$ cat src/rtl/mac_array_ctrl_pkg.sv
// Shared types and constants for the MAC array tile sequencer.
// Holds the FSM state encoding and the inst_w opcode values.
package mac_array_ctrl_pkg;

  typedef enum logic [2:0] {
    ST_IDLE,
    ST_LOAD,
    ST_GAP,
    ST_EXEC,
    ST_DRAIN,
    ST_DONE
  } state_t;

  localparam logic [1:0] INST_NOP  = 2'b00;
  localparam logic [1:0] INST_LOAD = 2'b01;
  localparam logic [1:0] INST_EXEC = 2'b10;

  // Width of a counter that must hold 0..max(a,b)-1, never narrower than one bit.
  function automatic int cnt_width(input int a, input int b);
    int m;
    m = (a > b) ? a : b;
    return ($clog2(m) < 1) ? 1 : $clog2(m);
  endfunction

endpackage

$ cat src/rtl/mac_array_ctrl.sv
// Tile sequencer: loads one kernel tile into the 8x8 MAC array, waits for the
// inst_w chain to settle, streams input vectors, then counts south-edge outputs.
module mac_array_ctrl
  import mac_array_ctrl_pkg::*;
#(
  parameter int row     = 8,
  parameter int col     = 8,
  parameter int addr_bw = 11,
  parameter int len_bw  = 8
) (
  input  logic               clk,
  input  logic               reset,
  input  logic               start,
  input  logic               mode_cfg,
  input  logic [len_bw-1:0]  num_vec,
  input  logic [addr_bw-1:0] base_addr,
  input  logic               stall,
  input  logic [col-1:0]     array_valid,
  output logic [1:0]         inst_w,
  output logic               ws_os_mode,
  output logic               mem_cen,
  output logic [addr_bw-1:0] mem_addr,
  output logic               busy,
  output logic               done,
  output logic [len_bw-1:0]  out_cnt
);

  localparam int PH_W = cnt_width(row, col);

  state_t             state, state_d;
  logic [PH_W-1:0]    phase, phase_d;
  logic [len_bw-1:0]  issue_cnt, issue_d;
  logic [len_bw-1:0]  nv_q;
  logic [addr_bw-1:0] base_q;
  logic [addr_bw-1:0] addr_d;
  logic [len_bw-1:0]  cnt_d;
  logic [1:0]         inst_d;
  logic               cen_d;
  logic               accept;
  logic               cnt_inc;

  // Only the last column marks a completed output; the rest are observed for lint hygiene.
  logic unused_valid;
  assign unused_valid = ^array_valid;

  assign cnt_inc = array_valid[col-1] && (out_cnt < nv_q) &&
                   ((state == ST_EXEC) || (state == ST_DRAIN));

  always_comb begin
    // NOTE: every variable gets a default here so no path leaves it unassigned (no latch).
    state_d = state;
    phase_d = phase;
    issue_d = issue_cnt;
    cen_d   = 1'b1;
    addr_d  = mem_addr;
    cnt_d   = out_cnt + len_bw'(cnt_inc);
    accept  = 1'b0;

    case (state)
      ST_IDLE: begin
        if (start && (num_vec != '0)) begin
          accept  = 1'b1;
          state_d = ST_LOAD;
          phase_d = '0;
          issue_d = '0;
          cen_d   = 1'b0;
          addr_d  = base_addr;
          cnt_d   = '0;
        end
      end
      ST_LOAD: begin
        if (phase == PH_W'(col - 1)) begin
          state_d = ST_GAP;
          phase_d = '0;
        end else begin
          phase_d = phase + PH_W'(1);
          cen_d   = 1'b0;
          addr_d  = mem_addr + addr_bw'(1);
        end
      end
      ST_GAP: begin
        // Idle long enough for the last load opcode to reach the bottom row.
        if (phase == PH_W'(row - 1)) begin
          state_d = ST_EXEC;
          phase_d = '0;
          issue_d = len_bw'(1);
          cen_d   = 1'b0;
          addr_d  = base_q + addr_bw'(col);
        end else begin
          phase_d = phase + PH_W'(1);
        end
      end
      ST_EXEC: begin
        // mem_addr always holds the last issued address, so resuming is just +1.
        if (issue_cnt == nv_q) begin
          state_d = ST_DRAIN;
        end else if (!stall) begin
          issue_d = issue_cnt + len_bw'(1);
          cen_d   = 1'b0;
          addr_d  = mem_addr + addr_bw'(1);
        end
      end
      ST_DRAIN: begin
        if (cnt_d == nv_q) state_d = ST_DONE;
      end
      ST_DONE: begin
        state_d = ST_IDLE;
      end
      default: begin
        state_d = ST_IDLE;
      end
    endcase

    // Opcode trails the SRAM read by one cycle so it lines up with the returned data.
    inst_d = INST_NOP;
    if (!mem_cen) inst_d = (state == ST_LOAD) ? INST_LOAD : INST_EXEC;
  end

  always_ff @(posedge clk) begin
    // NOTE: state uses non-blocking assignments so all registers update from pre-edge values.
    if (!reset) begin
      state      <= ST_IDLE;
      phase      <= '0;
      issue_cnt  <= '0;
      nv_q       <= '0;
      base_q     <= '0;
      inst_w     <= INST_NOP;
      ws_os_mode <= 1'b0;
      mem_cen    <= 1'b1;
      mem_addr   <= '0;
      busy       <= 1'b0;
      done       <= 1'b0;
      out_cnt    <= '0;
    end else begin
      state     <= state_d;
      phase     <= phase_d;
      issue_cnt <= issue_d;
      inst_w    <= inst_d;
      mem_cen   <= cen_d;
      mem_addr  <= addr_d;
      busy      <= (state_d != ST_IDLE);
      done      <= (state_d == ST_DONE);
      out_cnt   <= cnt_d;
      if (accept) begin
        nv_q       <= num_vec;
        base_q     <= base_addr;
        ws_os_mode <= mode_cfg;
      end
    end
  end

endmodule

$ cat config.mk
export PLATFORM = sky130hd
export DESIGN_NAME = mac_array_ctrl
export DESIGN_NICKNAME = d
export VERILOG_FILES = /design/src/rtl/mac_array_ctrl_pkg.sv /design/src/rtl/mac_array_ctrl.sv
export SDC_FILE = /design/constraint.sdc
export NUM_CORES = 1
export LEC_CHECK = 0
export CAP_MARGIN = 5
export CORE_ASPECT_RATIO = 0.5
export CORE_MARGIN = 2
export CORE_UTILIZATION = 57
export CTS_BUF_LIST = sky130_fd_sc_hd__clkbuf_8 sky130_fd_sc_hd__clkbuf_16
export CTS_CLUSTER_SIZE = 14
export DETAILED_ROUTE_END_ITERATION = 8
export GPL_TIMING_DRIVEN = 0
export PLACE_DENSITY = 0.86
export SLEW_MARGIN = 5
export SYNTH_ARGS = -nofsm -noshare
export SYNTH_HDL_FRONTEND = slang
export SYNTH_SLANG_ARGS = --single-unit
$ cat constraint.sdc
create_clock -name clk -period 7.4 [get_ports clk]
set_clock_uncertainty 0.15 [all_clocks]
set_input_delay 1.11 -clock clk [delete_from_list [all_inputs] [get_ports clk]]
set_output_delay 1.11 -clock clk [all_outputs]
set_load 0.02 [all_outputs]
==> results of run 1 <==
## registers in the layout (all words and copies together) (netlist names)
register    count
mem_cen         1
done            1
phase           3
ws_os_mode      1
nv_q            8
out_cnt         8
inst_w          2
base_q         11
mem_addr       11
issue_cnt       8
busy            1
state           3
## placed cells by master (no fill, tap or decap), types with 3 or more instances in the layout
cell type / instances
nor4_1: 5
a21oi_1: 20
nor3_1: 9
and3_1: 6
clkbuf_1: 10
a22oi_1: 5
o2111ai_1: 3
nand2b_1: 8
a211o_1: 3
dfxtp_1: 58
nor4b_1: 4
clkbuf_16: 9
inv_1: 17
buf_2: 5
o21ai_0: 12
nor2_1: 57
xor2_1: 4
nand4_1: 7
a31oi_1: 3
o211ai_1: 5
ha_1: 14
nand3_1: 17
o22ai_1: 5
nand2_1: 32
mux2i_1: 25
xnor2_1: 23
clkdlybuf4s50_1: 49
## cell type report
cell class,count,area [sq um],area share
Buffer,17,81.33,0.01960
Clock buffer,11,252.7,0.06092
Clock inverter,5,46.29,0.01116
Inverter,14,52.55,0.01267
Multi-Input combinational cell,306,1973,0.4756
Sequential cell,58,1161,0.2799
Tap cell,73,91.34,0.02201
Timing Repair Buffer,49,490.5,0.1182
## logic make-up after synthesis
family / count (synthesis)
and+or+nand+nor: 163
AOI/OAI and AO/OA: 77
DFF: 58
buffers and inverters: 31
xor gates and xnor gates: 27
muxes: 25
adders and majority gates: 14
## power breakdown
group	total [W]	switching [W]	internal, W
Sequential	0.000346	0.0000183	0.000328
Clock	0.000413	0.000139	0.000274
Combinational	0.000134	0.0000731	0.0000612
## per-stage QoR
stage                 util  worst slack (ps)  hold slack, ps
floorplan                -              4290           307.9
global placement    0.6980              3410           321.6
detailed placement  0.6980              3426           334.0
CTS                 0.7523              3652           345.9
global route        0.7523              3276           381.8
finish              0.7523              3534           352.3
## worst max-delay path by stage
stage / endpoint / slack (ps) / cells after the start
floorplan: state[0] / 4290 / 14
global placement: state[0] / 3410 / 10
detailed placement: state[0] / 3430 / 10
CTS: state[0] / 3650 / 15
global route: done / 3280 / 12
finish: state[0] / 3530 / 12
## worst max-delay path, stage by stage, from the launching register on
cell and delay, ps:
dfxtp_1 380, clkbuf_1 250, nor3b_1 580, o22ai_1 180, nor4b_1 340, ha_1 240
ha_1 270, nand2_1 150, nor4b_1 260, nor3_1 80, o2bb2ai_1 130, o41ai_1 570
and3_1 220
## metal layers
metal	global-route usage	vias to the layer above
met4	0.1217	0
met3	0.07333	40
met5	0	-
met2	0.5337	215
met1	0.3591	1573
li1	-	1541
==> impl_metrics.env, run 1 <==
export IMPL_wl_met1_mm=3.827
export IMPL_gr_total_overflow=0
export IMPL_slew_headroom=0.4672
export IMPL_ys_ff_latch=58
export IMPL_synth_async_sr_flop_share=0
export IMPL_ctsHtreeMaxLevel=3
export IMPL_route_met3_wl_um=933
export IMPL_cp_startpoint="state[1]"
export IMPL_hpwl_mm=6.619
export IMPL_cp_arrival_ps=3980
export IMPL_yosys_top_cells_count="58 x dfxtp_1, 57 x nor2_1, 32 x nand2_1"
export IMPL_hold_viol_final=0
export IMPL_fmax_mhz=258.6
export IMPL_grt_pass1_wl_mm=15.14
export IMPL_yosysUniqueCellTypes=55
export IMPL_cap_violations=0
export IMPL_yosys_area_top_type="dfxtp_1"
export IMPL_cts_made_buffers=9
export IMPL_synth_area_leaders="dfxtp_1 36%, mux2i_1 7.7%, nor2_1 6.5%"
export IMPL_synth_fp_nets=441
export IMPL_numPortBuffers=49
export IMPL_synth_cells=395
export IMPL_finalSetupViolCount=0
export IMPL_p_leak_nw=1.629
export IMPL_grtUsageTotal=0.3003
export IMPL_cts_root_buf="clkbuf_16"
export IMPL_clock_latency_ps=330
export IMPL_wire_per_inst_um=17.55
export IMPL_top_layer_used="met4"
export IMPL_postCtsResizedCells=0
export IMPL_worst_pin_slew_ps=799.3
export IMPL_period_share=0.5225
export IMPL_drc=0
export IMPL_yosysMostFrequentCell="dfxtp_1"
export IMPL_start_util=0.5926
export IMPL_synthToLayoutAreaGrowth_pct=26.95
export IMPL_clk_pin_slew_worst_paths_ps=50
export IMPL_first_pass_iters=7
export IMPL_drtIter0Drc=502
export IMPL_start_kind="register"
export IMPL_fin_cells=533
export IMPL_dieArea_sq_mm=0.006392
export IMPL_rsz0062_at_grt="false"
export IMPL_power_w=0.0008940
export IMPL_postPlaceCellArea_sq_mm=0.003850
export IMPL_synth_top_family_by_area="simple AND/OR/NAND/NOR gates"
export IMPL_grt_pass1_vias=3211
export IMPL_via_per_inst=6.321
export IMPL_die_h_um=57.54
export IMPL_rows=19
export IMPL_hp_start="base_q[2]"
export IMPL_r2r_slack_ps=3530
export IMPL_synth_edff_count=0
export IMPL_synthAdderAreaFrac=0.05360
export IMPL_cts_tree="done"
export IMPL_path_max_fanout=10
export IMPL_crit_type="register to register"
export IMPL_syn_avg_cell_area_sq_um=8.274
export IMPL_grt_max_degree=11
export IMPL_synthXorXnorAreaFrac=0.07236
export IMPL_final_layout_size_suffix_gt1_frac=0.06087
export IMPL_dp_cells=517
export IMPL_r2r_start="state[1]"
export IMPL_outcome="finished clean"
export IMPL_synth_compound_area_share=0.1577
export IMPL_end_kind="register"
export IMPL_synth_top_area_share=0.3553
export IMPL_regToRegEndpoint="state[0]"
export IMPL_hold_end="base_q[2]"
export IMPL_nFillCells=406
export IMPL_hold_path_class="register to register"
export IMPL_io_pins=57
export IMPL_synth_top_flop_cell="dfxtp_1"
export IMPL_clkSinkCount=58
export IMPL_core_sq_mm=0.005515
export IMPL_synthSimpleGateAreaFrac=0.2435
export IMPL_cts_hold_buf=0
export IMPL_dr_wl_met2_mm=4.293
export IMPL_hold_path_depth=2
export IMPL_cts_buffer_depth=2
export IMPL_gp_congestion=0.9620
export IMPL_diodes=0
export IMPL_cts_setup_buffers=0
export IMPL_nets=501
export IMPL_yosysWarnings=0
export IMPL_post_route_min_period_ps=3866
export IMPL_required_ps=7520
export IMPL_antenna_found_initial=0
export IMPL_power_density_mw_per_mm2=215.5
export IMPL_rr_worst_depth=12
export IMPL_vias=3369
export IMPL_fp_dieW_um=111.1
export IMPL_fin_area_sq_mm=0.004149
export IMPL_tns_ps=0
export IMPL_synthMuxAreaShare=0.07657
export IMPL_slew_viol_final=0
export IMPL_synth_seq_area_share=0.3553
export IMPL_syn_area_sq_mm=0.003268
export IMPL_final_antenna_net_count=0
export IMPL_totalWireLength_mm=9.353
export IMPL_ir_drop_uv=229.1
(Power assumes the default switching activity.)
==> run 2, diff against run 1 <==
--- a/config.mk
+++ b/config.mk
@@ -8,12 +8,12 @@
 export CAP_MARGIN = 5
 export CORE_ASPECT_RATIO = 0.5
 export CORE_MARGIN = 2
-export CORE_UTILIZATION = 57
+export CORE_UTILIZATION = 48
 export CTS_BUF_LIST = sky130_fd_sc_hd__clkbuf_8 sky130_fd_sc_hd__clkbuf_16
 export CTS_CLUSTER_SIZE = 14
 export DETAILED_ROUTE_END_ITERATION = 8
 export GPL_TIMING_DRIVEN = 0
-export PLACE_DENSITY = 0.86
+export PLACE_DENSITY = 0.78
 export SLEW_MARGIN = 5
 export SYNTH_ARGS = -nofsm -noshare
 export SYNTH_HDL_FRONTEND = slang
==> constraint.sdc (replaced) <==
create_clock -name clk -period 3.4 [get_ports clk]
set_clock_uncertainty 0.15 [all_clocks]
set_input_delay 0.51 -clock clk [delete_from_list [all_inputs] [get_ports clk]]
set_output_delay 0.51 -clock clk [all_outputs]
set_load 0.02 [all_outputs]
==> run 2 against run 1 <==
Against the previous run: die area rose by 18%; critical path depth rose by 1; fmax rose by 18%; sequential cell count did not move; largest power group unchanged; hold slack got worse by 8.1 ps; clock power rose by 130%; final area rose by 4.5%; sequential share of layout area fell by 0.89 points; combinational power rose by 130%; register-to-register slack got worse by 3400 ps; via count fell by 5.7%; worst setup slack got worse by 3400 ps.
==> impl_metrics.env, run 2 (synthesis results as in run 1) <==
export IMPL_fin_area_sq_mm=0.004337
export IMPL_outcome="finished clean"
export IMPL_cts_buffer_depth=2
export IMPL_io_pins=57
export IMPL_vias=3177
export IMPL_final_common_cell="nor2_1"
export IMPL_finalSetupViolCount=0
export IMPL_gr_total_overflow=0
export IMPL_start_kind="register"
export IMPL_clk_pin_slew_worst_paths_ps=50
export IMPL_synthToLayoutAreaGrowth_pct=32.70
export IMPL_power_density_mw_per_mm2=463.3
export IMPL_cts_hold_buf=0
export IMPL_fin_util=0.6524
export IMPL_clock_latency_ps=340
export IMPL_numPortBuffers=49
export IMPL_cp_arrival_ps=3400
export IMPL_grt_pass1_wl_mm=14.94
export IMPL_cap_violations=0
export IMPL_grt_pass1_vias=3032
export IMPL_ir_drop_uv=290.3
export IMPL_hp_start="base_q[2]"
export IMPL_rows=21
export IMPL_hold_path_class="register to register"
export IMPL_diodes=0
export IMPL_final_layout_size_suffix_gt1_frac=0.1183
export IMPL_worst_pin_slew_ps=769.2
export IMPL_first_pass_iters=7
export IMPL_grt_max_degree=11
export IMPL_clkSinkCount=58
export IMPL_drc=0
export IMPL_path_max_fanout=8
export IMPL_postPlaceCellArea_sq_mm=0.003874
export IMPL_end_kind="register"
export IMPL_period_share=0.9663
export IMPL_cp_startpoint="nv_q[6]"
export IMPL_r2r_start="nv_q[6]"
export IMPL_fp_dieW_um=120.7
export IMPL_ctsHtreeMaxLevel=3
export IMPL_antenna_found_initial=0
export IMPL_most_common_layout_cells="56 x nor2_1, 53 x dfxtp_1, 49 x clkdlybuf4s50_1, 32 x nand2_1, 25 x mux2i_1"
export IMPL_cts_tree="done"
export IMPL_cts_made_buffers=9
export IMPL_hpwl_mm=6.286
export IMPL_reg_top3="base_q (11), mem_addr (11)"
export IMPL_drtIter0Drc=315
export IMPL_post_route_min_period_ps=3286
export IMPL_crit_type="register to register"
export IMPL_via_per_inst=5.704
export IMPL_dieArea_sq_mm=0.007524
export IMPL_grtUsageTotal=0.2517
export IMPL_slew_headroom=0.4872
export IMPL_wire_per_inst_um=16.11
export IMPL_final_antenna_net_count=0
export IMPL_nFillCells=549
export IMPL_nets=506
export IMPL_fmax_mhz=304.4
export IMPL_p_leak_nw=1.679
export IMPL_required_ps=3520
export IMPL_slew_viol_final=0
export IMPL_start_util=0.4916
export IMPL_gp_congestion=0.9023
export IMPL_cts_root_buf="clkbuf_16"
export IMPL_die_h_um=62.35
export IMPL_totalWireLength_mm=8.972
export IMPL_hold_viol_final=0
export IMPL_core_sq_mm=0.006648
[run 2: cell count changes in the layout (fill, tap and decap cells not counted), moves of 3 or more]
| cell | before | now |
|---|---|---|
| dfxtp_4 | 0 | 3 |
| buf_4 | 1 | 6 |
| dfxtp_1 | 58 | 53 |
| ha_1 | 14 | 11 |
[run 2: area by class of cell]
cell class / instances / area [sq um] / area share
Buffer: 17 / 81.33 / 0.01875
Clock buffer: 9 / 225.2 / 0.05193
Clock inverter: 7 / 86.33 / 0.01991
Inverter: 14 / 52.55 / 0.01212
Multi-Input combinational cell: 306 / 2073 / 0.4781
Sequential cell: 58 / 1175 / 0.2709
Tap cell: 92 / 115.1 / 0.02654
Timing Repair Buffer: 54 / 528.0 / 0.1218
[run 2: worst paths after layout]
path	to	slack, ps	depth (start not counted)
hold reg to reg	base_q[2]	340	2
setup / recovery	done	110	13
hold / removal	base_q[2]	340	2
setup reg to reg	done	110	13
[run 2: per-stage QoR]
step / setup TNS [ps] / setup WS, ps / power (W) / cells / hold slack (ps)
after global placement: -586.5 / -296.8 / 0.001041 / 536 / 322.4
final: 0 / 114.5 / 0.002009 / 557 / 344.2
after global routing: -43.94 / -30.57 / 0.002084 / 557 / 375.2
after CTS: 0 / 3.559 / 0.002007 / 552 / 350.6
after detailed placement: -680.6 / -344.4 / 0.001046 / 536 / 337.5
after floorplan: 0 / 289.7 / 0.0009341 / 395 / 307.9
[run 2: metal layers]
layer  GRT usage  wire length, um  share of wire
met1      0.3326             4161           0.46
met2      0.3969             3970           0.44
met3     0.06710              640          0.071
met4     0.09012              200          0.022
met5           0                0              0
[run 2: critical path, cell delays in order (launching register included)]
cell       delay [ps]
dfxtp_1           310
buf_4             180
inv_1              60
ha_1              310
a21oi_2           170
o22ai_1           120
nor4b_2           290
ha_2              270
nand3_2           160
xnor2_2           210
mux2i_1           200
o2111ai_1         150
o41ai_2           440
and2_1            210
[run 2: power by group]
part / switching, W / internal (W) / leakage, nW
Sequential: 0.0000369 / 0.000713 / 0.477
Combinational: 0.000162 / 0.000142 / 1.04
Clock: 0.000322 / 0.000633 / 0.162
Total: 0.000521 / 0.00149 / 1.68
[run 2: what timing repair did]
action | CTS | global route
pin swaps | 0 | 8
setup endpoints to repair | 2 | 2
hold endpoints to repair | 0 | 0
buffers inserted | 0 | 5
resized for setup | 9 | 19
==> run 3, diff against run 2 <==
--- a/config.mk
+++ b/config.mk
@@ -14,6 +14,7 @@
 export DETAILED_ROUTE_END_ITERATION = 8
 export GPL_TIMING_DRIVEN = 0
 export PLACE_DENSITY = 0.78
+export REMOVE_ABC_BUFFERS = 1
 export SLEW_MARGIN = 5
 export SYNTH_ARGS = -nofsm -noshare
 export SYNTH_HDL_FRONTEND = slang
==> run 3 against run 2 <==
Against the previous run: sequential share of layout area increased by 0.54 points; sequential cell count unchanged; via count decreased by 2.6%; worst setup slack got worse by 33 ps; clock power increased by 2%; register-to-register slack got worse by 30 ps; global-route usage decreased by 2.0 points; highest routed layer unchanged; count of clock-buffer cells in the layout increased by 2; utilization decreased by 1.1 points; hold slack got worse by 2.5 ps.
==> impl_metrics.env, run 3 (synthesis results as in run 1) <==
export IMPL_cp_cell_sequence="inv_1, ha_1, a21oi_2, nor2b_1, o21ai_1, a21oi_1, nor4b_2, ha_2, nand3_1, xnor2_1, mux2i_1, o2111ai_1, o41ai_4, and3_1"
export IMPL_io_pins=57
export IMPL_totalWireLength_mm=8.349
export IMPL_vias=3094
export IMPL_cts_root_buf="clkbuf_16"
export IMPL_p_leak_nw=1.657
export IMPL_final_layout_size_suffix_gt1_frac=0.1054
export IMPL_ctsHtreeMaxLevel=3
export IMPL_hold_path_class="register to register"
export IMPL_cap_violations=0
export IMPL_numPortBuffers=49
export IMPL_drtIter0Drc=337
export IMPL_dieArea_sq_mm=0.007524
export IMPL_core_sq_mm=0.006648
export IMPL_use_met3=0.07629
export IMPL_nets=488
export IMPL_period_share=0.9760
export IMPL_rr_worst_depth=14
export IMPL_worst_pin_slew_ps=1264
export IMPL_crit_buf_inv=1
export IMPL_final_common_cell="nor2_1"
export IMPL_r2r_start="nv_q[1]"
export IMPL_hold_end="issue_cnt[7]"
export IMPL_dp_cells=520
export IMPL_power_w=0.002016
export IMPL_clock_latency_ps=340
export IMPL_die_h_um=62.35
export IMPL_clkSinkCount=58
export IMPL_clk_pin_slew_worst_paths_ps=50
export IMPL_hpwl_mm=5.505
export IMPL_synthToLayoutAreaGrowth_pct=30.40
export IMPL_path_max_fanout=4
export IMPL_post_route_min_period_ps=3318
export IMPL_via_per_inst=5.751
export IMPL_crit_type="register to register"
export IMPL_slew_viol_final=0
export IMPL_cts_buffer_depth=2
export IMPL_grt_max_degree=34
export IMPL_wire_per_inst_um=15.52
export IMPL_drc=0
export IMPL_hold_viol_final=0
export IMPL_final_antenna_net_count=0
export IMPL_start_util=0.4916
export IMPL_gp_congestion=0.8624
export IMPL_finalSetupViolCount=0
export IMPL_busiest_layer="met2"
export IMPL_reg_top3="base_q (11), mem_addr (11)"
export IMPL_power_density_mw_per_mm2=473.1
export IMPL_end_kind="register"
export IMPL_first_pass_iters=5
export IMPL_fp_dieW_um=120.7
export IMPL_fmax_mhz=301.4
export IMPL_cts_hold_buf=0
export IMPL_start_kind="register"
export IMPL_required_ps=3520
export IMPL_slew_headroom=0.1523
export IMPL_hold_path_depth=2
export IMPL_slowest_delay_ps=360
export IMPL_grt_use_met1=0.3246
export IMPL_most_common_layout_cells="56 x nor2_1, 49 x dfxtp_1, 49 x clkdlybuf4s50_1, 31 x nand2_1, 25 x mux2i_1"
export IMPL_hp_start="issue_cnt[7]"
export IMPL_fin_cells=538
export IMPL_diodes=0
export IMPL_cts_tree="done"
export IMPL_critPathSlowestCell="dfxtp_4"
export IMPL_regToRegEndpoint="state[0]"
export IMPL_ir_drop_uv=282.5
export IMPL_grt_pass1_wl_mm=13.67
export IMPL_outcome="finished clean"
export IMPL_crit_family="compound AO/OA/AOI/OAI gates"
export IMPL_rows=21
export IMPL_grtUsageTotal=0.2313
export IMPL_gr_total_overflow=0
export IMPL_grt_pass1_vias=2756
export IMPL_cts_made_buffers=9
export IMPL_r2r_slack_ps=80
export IMPL_cp_arrival_ps=3440
export IMPL_antenna_found_initial=0
export IMPL_grt_util_met2=0.3362
export IMPL_timing_hold_ws_ps=341.6
## run 3: cell count changes in the layout (fill, tap and decap cells not counted), sizes merged
cell,delta
buf,-8
clkbuf,-8
clkinv,-3
## run 3: routing by layer
layer  vias to the layer above  share of wire  routed length [um]
met1                      1451           0.48                4048
met2                       108           0.43                3631
li1                       1517              -                   -
met5                         -              0                   0
met3                        18          0.065                 543
met4                         0          0.015                 127
## run 3: per-stage QoR
step / area (sq um) / setup TNS (ps) / utilization / setup slack, ps
after CTS: 4158 / 0 / 0.6254 / 0.8242
after floorplan: 3187 / 0 / - / 176.9
after global routing: 4262 / -185.6 / 0.6411 / -117.2
final: 4262 / 0 / 0.6411 / 81.72
after detailed placement: 3807 / -1366 / 0.5727 / -632.0
after global placement: 3792 / -2890 / 0.5705 / -660.3
## run 3: report_power, final
group / switching (W) / internal [W]
logic: 0.000150 / 0.000135
clock network: 0.000305 / 0.000670
registers: 0.0000414 / 0.000714
## run 3: how the worst max path moves through the flow
stage	startpoint	endpoint	cells after the start
final	nv_q[1]	state[0]	14
after global routing	out_cnt[4]	state[0]	11
after CTS	nv_q[1]	state[0]	15
after detailed placement	state[0]	state[0]	12
after global placement	state[0]	state[0]	12
after floorplan	state[0]	state[0]	12
## run 3: worst reg2reg max path: cells and delay by family, from the launching register on
kind | cells | cell delay, ps
AO/OA/AOI/OAI | 5 | 840
multiplexers | 1 | 280
buffers and inverters | 1 | 40
XOR/XNOR | 1 | 300
adder cells (fa/ha/maj) | 2 | 530
flip-flops | 1 | 360
AND/OR/NAND/NOR | 4 | 750
## run 3: cell type report
class	instances	area (sq um)
tap	92	115.1
multi-input combinational	306	2068
clock inverter	4	67.56
inverter	14	52.55
timing repair buffer	53	528.0
sequential	58	1177
fill	556	2386
clock buffer	11	252.7
## run 3: timing repair
item / CTS / global route
pin swaps: 1 / 6
resized for setup: 8 / 22
setup buffers: 0 / 3
setup endpoints to repair: 2 / 2
